## src/rtl/load_writeback_pkg.sv

```systemverilog
// load_writeback_pkg: load funct3 encodings shared with the decoder
package load_writeback_pkg;
  localparam logic [2:0] FUNCT3_LB  = 3'b000;
  localparam logic [2:0] FUNCT3_LH  = 3'b001;
  localparam logic [2:0] FUNCT3_LW  = 3'b010;
  localparam logic [2:0] FUNCT3_LBU = 3'b100;
  localparam logic [2:0] FUNCT3_LHU = 3'b101;
endpackage

```

## src/rtl/load_writeback_if.sv

```systemverilog
// load_writeback_if: issue, RAM response, hazard check and write-back signals
interface load_writeback_if #(
  parameter int ADDR_WIDTH = 5,
  parameter int WIDTH = 32,
  parameter int DEPTH = 2
);
  logic issue_valid;
  logic issue_ready;
  logic [ADDR_WIDTH-1:0] issue_rd;
  logic [2:0] issue_funct3;
  logic [1:0] issue_offset;
  logic resp_valid;
  logic [WIDTH-1:0] resp_data;
  logic [ADDR_WIDTH-1:0] chk_rs1;
  logic [ADDR_WIDTH-1:0] chk_rs2;
  logic [ADDR_WIDTH-1:0] chk_rd;
  logic stall;
  logic [ADDR_WIDTH-1:0] ra3;
  logic [WIDTH-1:0] wd3;
  logic we3;
  logic [$clog2(DEPTH):0] pending;
  modport master(
    output issue_valid, issue_rd, issue_funct3, issue_offset, resp_valid, resp_data,
           chk_rs1, chk_rs2, chk_rd,
    input  issue_ready, stall, ra3, wd3, we3, pending
  );
  modport slave(
    input  issue_valid, issue_rd, issue_funct3, issue_offset, resp_valid, resp_data,
           chk_rs1, chk_rs2, chk_rd,
    output issue_ready, stall, ra3, wd3, we3, pending
  );
endinterface

```

## src/rtl/load_writeback_extend.sv

```systemverilog
// load_extend: selects the addressed byte/halfword/word and sign- or zero-extends it
module load_extend
  import load_writeback_pkg::*;
#(
  parameter int WIDTH = 32
) (
  input  logic [2:0]       funct3_i,
  input  logic [1:0]       offset_i,
  input  logic [WIDTH-1:0] word_i,
  output logic [WIDTH-1:0] ext_o
);
  logic [7:0] byte_v;
  logic [15:0] half_v;
  always_comb begin
    byte_v = word_i[{offset_i, 3'b000} +: 8];
    half_v = offset_i[1] ? word_i[31:16] : word_i[15:0];
    ext_o  = funct3_i == FUNCT3_LB  ? {{(WIDTH-8){byte_v[7]}}, byte_v} :
             funct3_i == FUNCT3_LBU ? {{(WIDTH-8){1'b0}}, byte_v} :
             funct3_i == FUNCT3_LH  ? {{(WIDTH-16){half_v[15]}}, half_v} :
             funct3_i == FUNCT3_LHU ? {{(WIDTH-16){1'b0}}, half_v} :
             word_i;
  end
endmodule

```

## src/rtl/load_writeback.sv

```systemverilog
// load_writeback: queues outstanding loads, extends in-order RAM data and drives the
// register-file load write port plus a RAW/WAW stall for the decode stage
module load_writeback
  import load_writeback_pkg::*;
#(
  parameter int ADDR_WIDTH = 5,
  parameter int WIDTH = 32,
  parameter int DEPTH = 2
) (
  input logic clk,
  input logic rst,
  load_writeback_if.slave bus
);
  localparam int PW = $clog2(DEPTH);
  localparam int CW = PW + 1;
  logic [ADDR_WIDTH-1:0] rd_q [DEPTH];
  logic [2:0] f3_q [DEPTH];
  logic [1:0] off_q [DEPTH];
  logic [PW-1:0] wp_q, rp_q, age;
  logic [CW-1:0] cnt_q, cnt_d;
  logic [ADDR_WIDTH-1:0] ra3_q;
  logic [WIDTH-1:0] wd3_q, ext;
  logic we3_q, push, pop, stall_c;
  assign bus.issue_ready = cnt_q != CW'(DEPTH);
  assign push = bus.issue_valid && bus.issue_ready;
  assign pop = bus.resp_valid && cnt_q != '0;
  assign cnt_d = cnt_q + CW'(push) - CW'(pop);
  assign bus.pending = cnt_q;
  assign bus.we3 = we3_q;
  assign bus.ra3 = ra3_q;
  assign bus.wd3 = wd3_q;
  assign bus.stall = stall_c;
  load_extend #(.WIDTH(WIDTH)) u_ext (
    .funct3_i(f3_q[rp_q]),
    .offset_i(off_q[rp_q]),
    .word_i  (bus.resp_data),
    .ext_o   (ext)
  );
  // Entry i is live when its distance from the read pointer is below the count
  always_comb begin
    stall_c = 1'b0;
    age = '0;
    for (int i = 0; i < DEPTH; i++) begin
      age = PW'(i) - rp_q;
      stall_c = stall_c | ({1'b0, age} < cnt_q && rd_q[i] != '0 &&
                (rd_q[i] == bus.chk_rs1 || rd_q[i] == bus.chk_rs2 || rd_q[i] == bus.chk_rd));
    end
  end
  always_ff @(posedge clk or posedge rst) begin
    if (rst) begin
      wp_q <= '0;
      rp_q <= '0;
      cnt_q <= '0;
      we3_q <= 1'b0;
      ra3_q <= '0;
      wd3_q <= '0;
    end else begin
      wp_q <= push ? wp_q + PW'(1) : wp_q;
      rp_q <= pop ? rp_q + PW'(1) : rp_q;
      cnt_q <= cnt_d;
      we3_q <= pop;
      if (pop) begin
        ra3_q <= rd_q[rp_q];
        wd3_q <= ext;
      end
    end
  end
  always_ff @(posedge clk) begin
    if (push) begin
      rd_q[wp_q] <= bus.issue_rd;
      f3_q[wp_q] <= bus.issue_funct3;
      off_q[wp_q] <= bus.issue_offset;
    end
  end
endmodule

```

## src/flat_wrapper.sv

```systemverilog
// flat-port wrapper written by rule: the top's interface ports become plain ports
module load_writeback_flat import load_writeback_pkg::*;
#(
  parameter int ADDR_WIDTH = 5,
  parameter int WIDTH = 32,
  parameter int DEPTH = 2
)
  (clk, rst, bus_issue_valid, bus_issue_rd, bus_issue_funct3, bus_issue_offset, bus_resp_valid, bus_resp_data, bus_chk_rs1, bus_chk_rs2, bus_chk_rd, bus_issue_ready, bus_stall, bus_ra3, bus_wd3, bus_we3, bus_pending);
  load_writeback_if #(.ADDR_WIDTH(ADDR_WIDTH), .WIDTH(WIDTH), .DEPTH(DEPTH)) bus_i ();
  input logic clk;
  input logic rst;
  input wire logic [$bits(bus_i.issue_valid)-1:0] bus_issue_valid;
  input wire logic [$bits(bus_i.issue_rd)-1:0] bus_issue_rd;
  input wire logic [$bits(bus_i.issue_funct3)-1:0] bus_issue_funct3;
  input wire logic [$bits(bus_i.issue_offset)-1:0] bus_issue_offset;
  input wire logic [$bits(bus_i.resp_valid)-1:0] bus_resp_valid;
  input wire logic [$bits(bus_i.resp_data)-1:0] bus_resp_data;
  input wire logic [$bits(bus_i.chk_rs1)-1:0] bus_chk_rs1;
  input wire logic [$bits(bus_i.chk_rs2)-1:0] bus_chk_rs2;
  input wire logic [$bits(bus_i.chk_rd)-1:0] bus_chk_rd;
  output wire logic [$bits(bus_i.issue_ready)-1:0] bus_issue_ready;
  output wire logic [$bits(bus_i.stall)-1:0] bus_stall;
  output wire logic [$bits(bus_i.ra3)-1:0] bus_ra3;
  output wire logic [$bits(bus_i.wd3)-1:0] bus_wd3;
  output wire logic [$bits(bus_i.we3)-1:0] bus_we3;
  output wire logic [$bits(bus_i.pending)-1:0] bus_pending;
  assign bus_i.issue_valid = bus_issue_valid;
  assign bus_i.issue_rd = bus_issue_rd;
  assign bus_i.issue_funct3 = bus_issue_funct3;
  assign bus_i.issue_offset = bus_issue_offset;
  assign bus_i.resp_valid = bus_resp_valid;
  assign bus_i.resp_data = bus_resp_data;
  assign bus_i.chk_rs1 = bus_chk_rs1;
  assign bus_i.chk_rs2 = bus_chk_rs2;
  assign bus_i.chk_rd = bus_chk_rd;
  assign bus_issue_ready = bus_i.issue_ready;
  assign bus_stall = bus_i.stall;
  assign bus_ra3 = bus_i.ra3;
  assign bus_wd3 = bus_i.wd3;
  assign bus_we3 = bus_i.we3;
  assign bus_pending = bus_i.pending;
  load_writeback #(.ADDR_WIDTH(ADDR_WIDTH), .WIDTH(WIDTH), .DEPTH(DEPTH)) u_core (.clk(clk), .rst(rst), .bus(bus_i));
endmodule
```

## config.mk

```make
export PLATFORM = sky130hd
export DESIGN_NAME = load_writeback_flat
export DESIGN_NICKNAME = d
export VERILOG_FILES = /design/src/rtl/load_writeback_pkg.sv /design/src/rtl/load_writeback_if.sv /design/src/rtl/load_writeback_extend.sv /design/src/rtl/load_writeback.sv /design/src/flat_wrapper.sv
export SDC_FILE = /design/constraint.sdc
export NUM_CORES = 1
export LEC_CHECK = 0
export ABC_AREA = 1
export CAP_MARGIN = 10
export CORE_AREA = 2 2 111 113
export DETAILED_ROUTE_END_ITERATION = 8
export DIE_AREA = 0 0 113 115
export HOLD_SLACK_MARGIN = 0.02
export SLEW_MARGIN = 25
export SYNTH_ARGS = -nofsm -noshare
export SYNTH_HDL_FRONTEND = slang
export SYNTH_SLANG_ARGS = --single-unit
```

## constraint.sdc

```tcl
create_clock -name clk -period 1.9 [get_ports clk]
set_input_delay 0.285 -clock clk [delete_from_list [all_inputs] [get_ports clk]]
set_output_delay 0.285 -clock clk [all_outputs]
set_load 0.01 [all_outputs]
```

==> results.cfg <==
[run_status]
status = complete, but fails checks
violations = DRC

[clock_network]
clkLatencyLatePin_ns = 0.33
numClockSinks = 62
cts_tree = yes
cts_hold_buf = 0
clock-root-buffer = clkbuf_16
htreeDepth = 3
clockBufferDepth = 2
clkTransAtPathRegs_ns = 0.05
cts_buffers = 9

[critical_path]
crit_buf_inv = 2
r2r-end = u_core.bus.wd3[5]$_DFFE_PP0P_
critPathArrivalTime_ns = 1.57
cp_top_family = flip-flops
cp_slowest_cell = edfxtp_1
worstPathCellList = nor2_1, nand3_1, o21ai_0, inv_1, nand2_1, nand2_1, buf_2
cp-end-kind = output port
r2r-start = u_core.rp_q$_DFFE_PP0P_
reg2regPathDepth = 11
start_kind = register
crit_path_max_fanout = 6
critPathMaxStageDelay_ns = 0.50
worst_ep_required_time_ns = 1.62
r2r_slack_ns = 0.16
crit_type = register to output port
worst_path_most_repeated_cell = nand2_1

[sta]
report.final.slew_viol_count = 0
finalWorstSetupSlack_ns = 0.0487
post-route-period-util = 0.974
relSlewSlack = 0.632
setup_violations = 0
fmax_mhz = 540
skew_ns = 0.00685
grt_setup_unrepaired = true
fin_crit_ns = 1.85
setup_tns_ns = 0
hold_slack_ns = 0.413
final-hold-violation-count = 0
tightest_slew_ns = 0.552

[global_route]
first_global_vias = 3925
grt_start_max_net_pins = 44
grt_use_total = 0.180
overflow = 0
met3_usage = 0.0411
grt-busiest-layer = met2
met1_usage = 0.221
antenna_found_initial = 0
use_met2 = 0.309
grt_pass1_wl_mm = 18.8

[hold_path]
hold_class = primary input to async pin

[power_and_ir_drop]
peakVddDrop_v = 0.000510
leakage_nw = 2.83
powerDensity_nw_per_um2 = 1520
power.total_w = 0.00846

[placed_design]
place.gp.congestion = 1.02
pre_cts_ws_ns = -0.292
portBuffers = 102
dp_hpwl_mm = 8.24
placed_area_um2 = 5130

[yosys]
async_reset_ff_frac = 0.677
yosys_register_bits = 62
ys.flop_type = dfrtp_1
synth_area_leaders = dfrtp_1 27%, nand2_1 24%, edfxtp_1 15%
synthesis.area_um2 = 3920
synth_top_area_share = 0.268
synth-seq-area-share = 0.421
synthCells = 547
syn_nets = 610
synth.distinct_cells = 28
synth.largest_area_cell = dfrtp_1
synth-edff-count = 20
yosys_warnings = 0
synth.avg_cell_area_um2 = 7.17

[final_layout]
design_area_um2 = 5570
fin_nets = 731
n_antenna_cell = 0
drive_above_1_share = 0.108
syn2layout_area_growth_pct = 42.1

[route]
vias_per_cell = 4.81
dr.pass1.iters = 7
vias = 3943
drt-initial-drc-count = 185
wl_per_cell_um = 13.9
remaining_drc_errors = 8
totalWireLength_mm = 11.4
drtAntennaViolNets = 0

[floorplan]
io_pins = 103
num_rows = 40
die_w_um = 113
start_util = 0.332
core_area_um2 = 11800
dieArea_um2 = 13000
fp.dieH_um = 115

[flow_run]
maxCapViolCount = 0
==> power breakdown <==
group          internal, W  switching (W)  total, W
registers          0.00194       0.000360   0.00230
logic              0.00197        0.00246   0.00443
clock network      0.00113       0.000602   0.00174
total              0.00503        0.00342   0.00846
==> layout by cell type, fill, tap and decap left out <==
cell | netlist | routed
inv_2 | 1 | 1
clkinv_1 | 1 | 2
nand2_1 | 254 | 254
buf_2 | 7 | 1
bufinv_16 | 0 | 1
edfxtp_1 | 20 | 20
nor2_2 | 1 | 3
clkdlybuf4s50_1 | 0 | 101
nand2_8 | 0 | 1
clkbuf_16 | 0 | 10
a31oi_1 | 5 | 5
a21oi_2 | 0 | 1
nand2_4 | 7 | 6
inv_1 | 58 | 57
dfrtp_1 | 42 | 42
xnor2_1 | 7 | 7
nor2_4 | 2 | 2
nor2_1 | 21 | 19
clkinv_2 | 1 | 1
buf_12 | 0 | 1
nand4_1 | 9 | 9
clkbuf_8 | 0 | 1
ha_1 | 2 | 2
o21ai_4 | 0 | 1
buf_8 | 0 | 1
xor2_1 | 13 | 13
nand3_4 | 2 | 3
nand2_2 | 11 | 11
nand3b_1 | 6 | 6
buf_4 | 1 | 24
clkbuf_1 | 5 | 3
nand3_1 | 58 | 56
clkinvlp_4 | 0 | 1
nand3_2 | 1 | 3
o21ai_0 | 4 | 4
==> metal layers <==
layer  wire length (um)  part of all wire  vias up
met1               4720              0.41     1820
met4                230             0.020        0
met3                784             0.069       22
li1                   -                 -     1945
met5                  0                 0        -
met2               5660              0.50      156
==> metrics by stage <==
step | utilization | cells
finish | 0.472 | 820
global route | 0.472 | 820
CTS | 0.461 | 809
detailed placement | 0.434 | 792
global placement | 0.434 | 792
floorplan | - | 547
==> layout make-up <==
cell class | count | area [um2]
clock buffer | 14 | 275
clock inverter | 2 | 37.5
fill | 1153 | 6240
inverter | 61 | 230
multi-input combinational | 406 | 1960
sequential | 62 | 1650
tap | 147 | 184
timing repair buffer | 128 | 1230
==> tightest hold or removal path, stage by stage <==
cell and delay [ns]:
clkdlybuf4s50_1 0.41, clkinv_1 0.05, buf_4 0.45
==> how the worst max path moves through the flow <==
stage | to | cells past startpoint | start | slack, ns
2_1_floorplan | u_core.bus.pending[1]$_DFF_PP0_ | 8 | u_core.bus.pending[1]$_DFF_PP0_ | 0.003
3_3_place_gp | bus_stall | 10 | bus_chk_rs2[4] | -0.25
3_5_place_dp | bus_stall | 10 | bus_chk_rs1[1] | -0.29
4_1_cts | bus_stall | 7 | u_core.rd_q[0][0]$_DFFE_PP_ | 0.04
5_1_grt | bus_stall | 7 | u_core.rd_q[1][0]$_DFFE_PP_ | -0.09
6_report | bus_stall | 7 | u_core.rd_q[1][1]$_DFFE_PP_ | 0.05
==> cells by family after synthesis <==
family                   count (synthesis)  synth area share
adder cells (fa/ha/maj)                  2           0.00638
buffers and inverters                   80            0.0916
flip-flops                              62             0.421
XOR/XNOR                                20            0.0447
AO/OA/AOI/OAI                           11            0.0166
AND/OR/NAND/NOR                        372             0.420
==> synthesized netlist by cell type, types with 7 or more instances <==
master	instances
xnor2_1	7
edfxtp_1	20
buf_2	7
inv_1	58
nand3_1	58
xor2_1	13
nand2_2	11
nor2_1	21
dfrtp_1	42
nand2_1	254
nand4_1	9
nand2_4	7
==> state kept, by name, indices dropped and copies added, names as in the netlist <==
signal	flops
u_core.bus.wd3	32
u_core.rd_q	10
u_core.f3_q	6
u_core.bus.ra3	5
u_core.off_q	4
u_core.bus.pending	2
u_core.bus.we3	1
u_core.rp_q	1
u_core.wp_q	1
==> timing repair <==
action | CTS | global route
cloned | 0 | 1
pin swaps | 3 | 5
gates resized for setup | 4 | 9
endpoints found under the setup margin | 1 | 33
setup buffers | 1 | 10
Power figures use the tool's default switching activity.
